## config.mk

```make
export PLATFORM = sky130hd
export DESIGN_NAME = mux_rr_reg_flat
export DESIGN_NICKNAME = d
export VERILOG_FILES = /design/src/rtl/mux_rr_reg_if.sv /design/src/rtl/mux_rr_reg.sv /design/src/flat_wrapper.sv
export SDC_FILE = /design/constraint.sdc
export NUM_CORES = 1
export LEC_CHECK = 0
export ABC_AREA = 1
export ABC_CLOCK_PERIOD_IN_PS = 1600
export CORE_ASPECT_RATIO = 0.7
export CORE_MARGIN = 1
export CORE_UTILIZATION = 37
export CTS_CLUSTER_SIZE = 30
export DETAILED_ROUTE_END_ITERATION = 6
export PLACE_DENSITY = 0.76
export SLEW_MARGIN = 0
export SYNTH_ARGS = -nofsm -noshare
export SYNTH_HDL_FRONTEND = slang
export SYNTH_SLANG_ARGS = --single-unit
```

## constraint.sdc

```tcl
create_clock -name clk -period 1.6 [get_ports clk]
set_input_delay 0.32 -clock clk [delete_from_list [all_inputs] [get_ports clk]]
set_output_delay 0.32 -clock clk [all_outputs]
set_load 0.02 [all_outputs]
```

## src/rtl/mux_rr_reg_if.sv

```systemverilog
// mux_rr_reg_if: channel bundle between the producers and the registered N:1 mux.
//   in_data   - CHANNELS packed words, channel k at [k*WIDTH +: WIDTH]
//   in_valid  - per-channel valid flags
//   select    - manual-mode channel index
//   mode      - 0 = manual select, 1 = round-robin
//   out       - registered selected word
//   out_valid - registered valid of the selected channel
//   out_sel   - registered index of the channel that drove out
// master: producer/consumer side; slave: the mux itself.
interface mux_rr_reg_if #(
  parameter int WIDTH    = 8,
  parameter int CHANNELS = 4
);
  localparam int SEL_W = $clog2(CHANNELS);

  logic [CHANNELS*WIDTH-1:0] in_data;
  logic [CHANNELS-1:0]       in_valid;
  logic [SEL_W-1:0]          select;
  logic                      mode;
  logic [WIDTH-1:0]          out;
  logic                      out_valid;
  logic [SEL_W-1:0]          out_sel;

  modport master (
    output in_data, in_valid, select, mode,
    input  out, out_valid, out_sel
  );

  modport slave (
    input  in_data, in_valid, select, mode,
    output out, out_valid, out_sel
  );
endinterface

```

## src/rtl/mux_rr_reg.sv

```systemverilog
// mux_rr_reg: registered CHANNELS:1 multiplexer with manual and round-robin select.
//   clk   - rising-edge clock
//   rst_n - synchronous active-low reset
//   bus   - mux_rr_reg_if slave modport (inputs in_data/in_valid/select/mode,
//           registered outputs out/out_valid/out_sel)
// One selection per clock, one clock of latency, no input-to-output
// combinational path.
module mux_rr_reg #(
  parameter int WIDTH    = 8,
  parameter int CHANNELS = 4
) (
  input  logic          clk,
  input  logic          rst_n,
  mux_rr_reg_if.slave   bus
);
  localparam int SEL_W = $clog2(CHANNELS);

  logic [WIDTH-1:0] out_q, out_d;
  logic             out_valid_q, out_valid_d;
  logic [SEL_W-1:0] out_sel_q, out_sel_d;
  logic [SEL_W-1:0] ptr_q, ptr_d;

  logic [SEL_W-1:0] idx;
  logic [SEL_W-1:0] grant;
  logic             grant_found;
  logic [SEL_W-1:0] src;

  // Round-robin search from ptr_q; SEL_W-bit addition wraps the channel index.
  always_comb begin
    idx         = '0;
    grant       = '0;
    grant_found = 1'b0;
    for (int unsigned i = 0; i < CHANNELS; i++) begin
      idx = ptr_q + SEL_W'(i);
      if (!grant_found && bus.in_valid[idx]) begin
        grant_found = 1'b1;
        grant       = idx;
      end
    end
  end

  // Manual and granted RR share one data path: in RR the granted channel is
  // valid by construction, so in_valid[src] gives the right flag in both modes.
  always_comb begin
    src         = bus.mode ? grant : bus.select;
    out_d       = out_q;
    out_valid_d = 1'b0;
    out_sel_d   = out_sel_q;
    ptr_d       = ptr_q;
    if (!bus.mode || grant_found) begin
      out_d       = bus.in_data[src*WIDTH +: WIDTH];
      out_valid_d = bus.in_valid[src];
      out_sel_d   = src;
      ptr_d       = bus.mode ? SEL_W'(src + 1'b1) : '0;
    end
  end

  always_ff @(posedge clk) begin
    if (!rst_n) begin
      out_q       <= '0;
      out_valid_q <= 1'b0;
      out_sel_q   <= '0;
      ptr_q       <= '0;
    end else begin
      out_q       <= out_d;
      out_valid_q <= out_valid_d;
      out_sel_q   <= out_sel_d;
      ptr_q       <= ptr_d;
    end
  end

  assign bus.out       = out_q;
  assign bus.out_valid = out_valid_q;
  assign bus.out_sel   = out_sel_q;
endmodule

```

## src/flat_wrapper.sv

```systemverilog
// flat-port wrapper written by rule: the top's interface ports become plain ports
module mux_rr_reg_flat 
#(
  parameter int WIDTH    = 8,
  parameter int CHANNELS = 4
)
  (clk, rst_n, bus_in_data, bus_in_valid, bus_select, bus_mode, bus_out, bus_out_valid, bus_out_sel);
  mux_rr_reg_if #(.WIDTH(WIDTH), .CHANNELS(CHANNELS)) bus_i ();
  input  logic clk;
  input  logic rst_n;
  input wire logic [$bits(bus_i.in_data)-1:0] bus_in_data;
  input wire logic [$bits(bus_i.in_valid)-1:0] bus_in_valid;
  input wire logic [$bits(bus_i.select)-1:0] bus_select;
  input wire logic [$bits(bus_i.mode)-1:0] bus_mode;
  output wire logic [$bits(bus_i.out)-1:0] bus_out;
  output wire logic [$bits(bus_i.out_valid)-1:0] bus_out_valid;
  output wire logic [$bits(bus_i.out_sel)-1:0] bus_out_sel;
  assign bus_i.in_data = bus_in_data;
  assign bus_i.in_valid = bus_in_valid;
  assign bus_i.select = bus_select;
  assign bus_i.mode = bus_mode;
  assign bus_out = bus_i.out;
  assign bus_out_valid = bus_i.out_valid;
  assign bus_out_sel = bus_i.out_sel;
  mux_rr_reg #(.WIDTH(WIDTH), .CHANNELS(CHANNELS)) u_core (.clk(clk), .rst_n(rst_n), .bus(bus_i));
endmodule
```

==> metrics.md, run 1 <==
| Metric | Value |
|---|---|
| Leak pwr | `0.00109 µW` |
| CP arrival | `1.98 ns` |
| Share of post-route cells with drive strength above 1 | `35.8%` |
| Slew @ Worst Pin | `0.418 ns` |
| Worst VDD drop | `562 µV` |
| Worst hold path endpoint | `u_core.bus.out_sel[1]` |
| DIE WIDTH | `68.3 µm` |
| Slowest cell on crit path | `dfxtp_4` |
| Fill count | `213` |
| CTS Buffer Depth | `2` |
| Die area | `3310 µm²` |
| Final slew viol count | `0` |
| DPL Wire Length | `2490 µm` |
| Root Buffer | `clkbuf_8` |
| Area taken by multi-input logic gates | `983 µm²` |
| Ports | `52` |
| Nets | `327` |
| Core ar. | `2860 µm²` |
| CP Launch Type | `register` |
| Critical path peak fanout | `7` |
| Worst reg-to-reg setup slack | `-0.23 ns` |
| RSZ-0062 raised after global routing | `yes` |
| DR vias/cell | `4.94` |
| Post-Syn Nets | `253` |
| Worst R2R Path Depth | `16` |
| Post-route design area | `2170 µm²` |
| Iter 0 DRT Violations | `83` |
| CTS tree | `built` |
| Port-buffer cells | `51` |
| WP data required | `1.74 ns` |
| Clock latency on the worst-skew pair | `0.25 ns` |
| Place WS | `-0.606 ns` |
| Cell count of the worst hold path | `2` |
| Status | `complete, but fails checks` |
| Max-Cap Viols | `0` |
| Antenna viol nets, final | `0` |
| Crit end category | `register` |
| Most frequent cells in the layout | `57 x nand2_1, 47 x clkdlybuf4s50_1, 30 x nor2_1, 27 x nand2_2, 17 x buf_4` |
| Finished Core Util | `75.7%` |
| Row cnt | `16` |
| Yosys warnings | `0` |
| GRT overflow | `0` |
| Register area | `268 µm²` |
| Max Fclk | `0.546 GHz` |
| Final WL | `4140 µm` |
| Vias in the first global route | `1352` |
| Global-route wire length before repair | `6010 µm` |
| Worst r2r dst | `u_core.bus.out[5]` |
| CP max stage delay | `0.37 ns` |
| Number of diodes | `0` |
| Drt first pass iters | `5` |
| Reg2reg start | `u_core.ptr_q[0]` |
| P per Cell Area | `898 nW/µm²` |
| Layout area overhead | `90.3%` |
| GP Congestion | `0.881` |
| Most used cell, CP | `nand2_2` |
| Hold/Removal Path Class | `reg -> reg` |
| Residual DRC | `0` |
| Initial antenna violation count | `0` |
| Synth Cell Area | `1140 µm²` |
| Drt wl/cell | `12.9 µm` |
| Yosys reg bits | `13` |
| Avg Cell Area, Syn | `5.37 µm²` |
| Final Cycle Share | `115%` |
| Clk sinks | `13` |
| Worst-path clk slew | `0.06 ns` |
| Final setup fails | `13` |
| Setup Skew | `0.00348 ns` |
| Headroom to the max-slew limit | `72.1%` |
| CTS Buf Count | `3` |
| Commonest non-fill, non-tap cell in the layout | `nand2_1` |
| Dpl cell area | `1830 µm²` |
| Failing checks | `setup timing` |
| Post-Synthesis Cells | `212` |
| Min cycle time layout | `1.83 ns` |
| Synth cell types | `19` |
| # H-tree levels | `1` |
| Critical path class | `reg -> reg` |
| Largest net degree at the start of global routing | `17` |
| CP Cell Sequence | `buf_8 -> nand2_4 -> nand2_4 -> nand2_2 -> nand2_2 -> nand2_4 -> nand2_2 -> nand2_2 -> nand2_4 -> o21ai_4 -> buf_6 -> nand2_2 -> nand3_2 -> nand3_2 -> nand2_1 -> inv_1` |
| GRT Total Usage | `23.7%` |
| Min setup slack post-route | `-0.233 ns` |
| Final hold violation count | `0` |
| Hold Startpoint | `u_core.bus.out_sel[1]` |
| Initial Utilization | `39.8%` |
| Fraction of the yosys area taken by sequential cells | `22.9%` |
| Die Y | `48.4 µm` |
| Vias | `1587` |
-- critical path: cells and delay by family (launching register included) --
| kind | cells | cell delay [ns] |
|---|---|---|
| flip-flops | 1 | 0.37 |
| buffers and inverters | 3 | 0.34 |
| AND/OR/NAND/NOR | 12 | 0.77 |
| AO/OA/AOI/OAI | 1 | 0.24 |
-- synth_stat cells --
master | n | area share [%]
nand2_1 | 89 | 29
nor2_1 | 32 | 11
nand3_1 | 26 | 11
inv_1 | 24 | 7.9
dfxtp_1 | 13 | 23
nand2_2 | 6 | 3.3
a21oi_1 | 3 | 1.3
buf_6 | 3 | 3.0
inv_2 | 3 | 0.99
nand3b_1 | 2 | 1.3
o211ai_1 | 2 | 1.3
o21ai_2 | 2 | 1.5
a21oi_2 | 1 | 0.77
buf_2 | 1 | 0.44
buf_8 | 1 | 1.3
clkbuf_1 | 1 | 0.33
nand3_2 | 1 | 0.88
nor2_4 | 1 | 0.99
o21ai_0 | 1 | 0.44
-- power by group --
group	switching (µW)	internal (µW)
clock	126	172
combinational	678	536
sequential	46.0	388
-- flip-flops by register name (all words and copies together), names as in the netlist --
register,flops
u_core.bus.out_valid,1
u_core.bus.out,8
u_core.ptr_q,2
u_core.bus.out_sel,2
-- stage by stage --
step / total power, µW / hold slack (ns) / cells / setup TNS, ns
after floorplan: 1000 / 0.462 / 212 / -0.212
after global placement: 1360 / 0.483 / 313 / -6.68
after detailed placement: 1360 / 0.497 / 313 / -7.00
after CTS: 1770 / 0.519 / 320 / -1.64
after global routing: 2080 / 0.559 / 321 / -4.00
final: 1950 / 0.519 / 321 / -2.50
-- per-layer routing --
metal,vias up,global-route usage [%],share of wire [%]
met1,713,33.8,47
met2,70,36.1,45
met5,-,0,0
li1,796,-,-
met4,0,3.82,1.2
met3,8,6.13,7.0
-- cell type report --
cell class | instances | share of cell area (%)
multi-input combinational | 167 | 45.4
clock inverter | 1 | 0.231
tap | 36 | 2.08
sequential | 13 | 12.4
inverter | 27 | 5.14
clock buffer | 3 | 1.91
timing repair buffer | 74 | 32.9
-- kinds of logic after synthesis --
kind of cell / share of synthesized area [%]
buffers and inverters: 14.0
AND/OR/NAND/NOR: 57.8
flip-flops: 22.9
AO/OA/AOI/OAI: 5.38
-- worst max-delay path by stage --
stage                             end             from
finish              u_core.bus.out[5]  u_core.ptr_q[0]
detailed placement  u_core.bus.out[7]  bus_in_valid[3]
global placement    u_core.bus.out[1]  bus_in_valid[3]
CTS                 u_core.bus.out[5]  u_core.ptr_q[0]
floorplan             u_core.ptr_q[1]  u_core.ptr_q[0]
global route        u_core.bus.out[1]  u_core.ptr_q[0]
-- what timing repair did --
action                                  in CTS  in global routing
pin swaps                                   21                 18
gates cloned                                 0                  1
resized for setup                           43                 40
endpoints found under the setup margin      12                 13
hold buffers                                 0                  0
setup buffers                                3                  0
Power figures use the tool's default switching activity.
==> run 2: changes to the inputs <==
Settings changed: SLEW_MARGIN 0 to default.
==> results of run 2 <==
Final layout, timing and power as in run 1 (identical DEF).
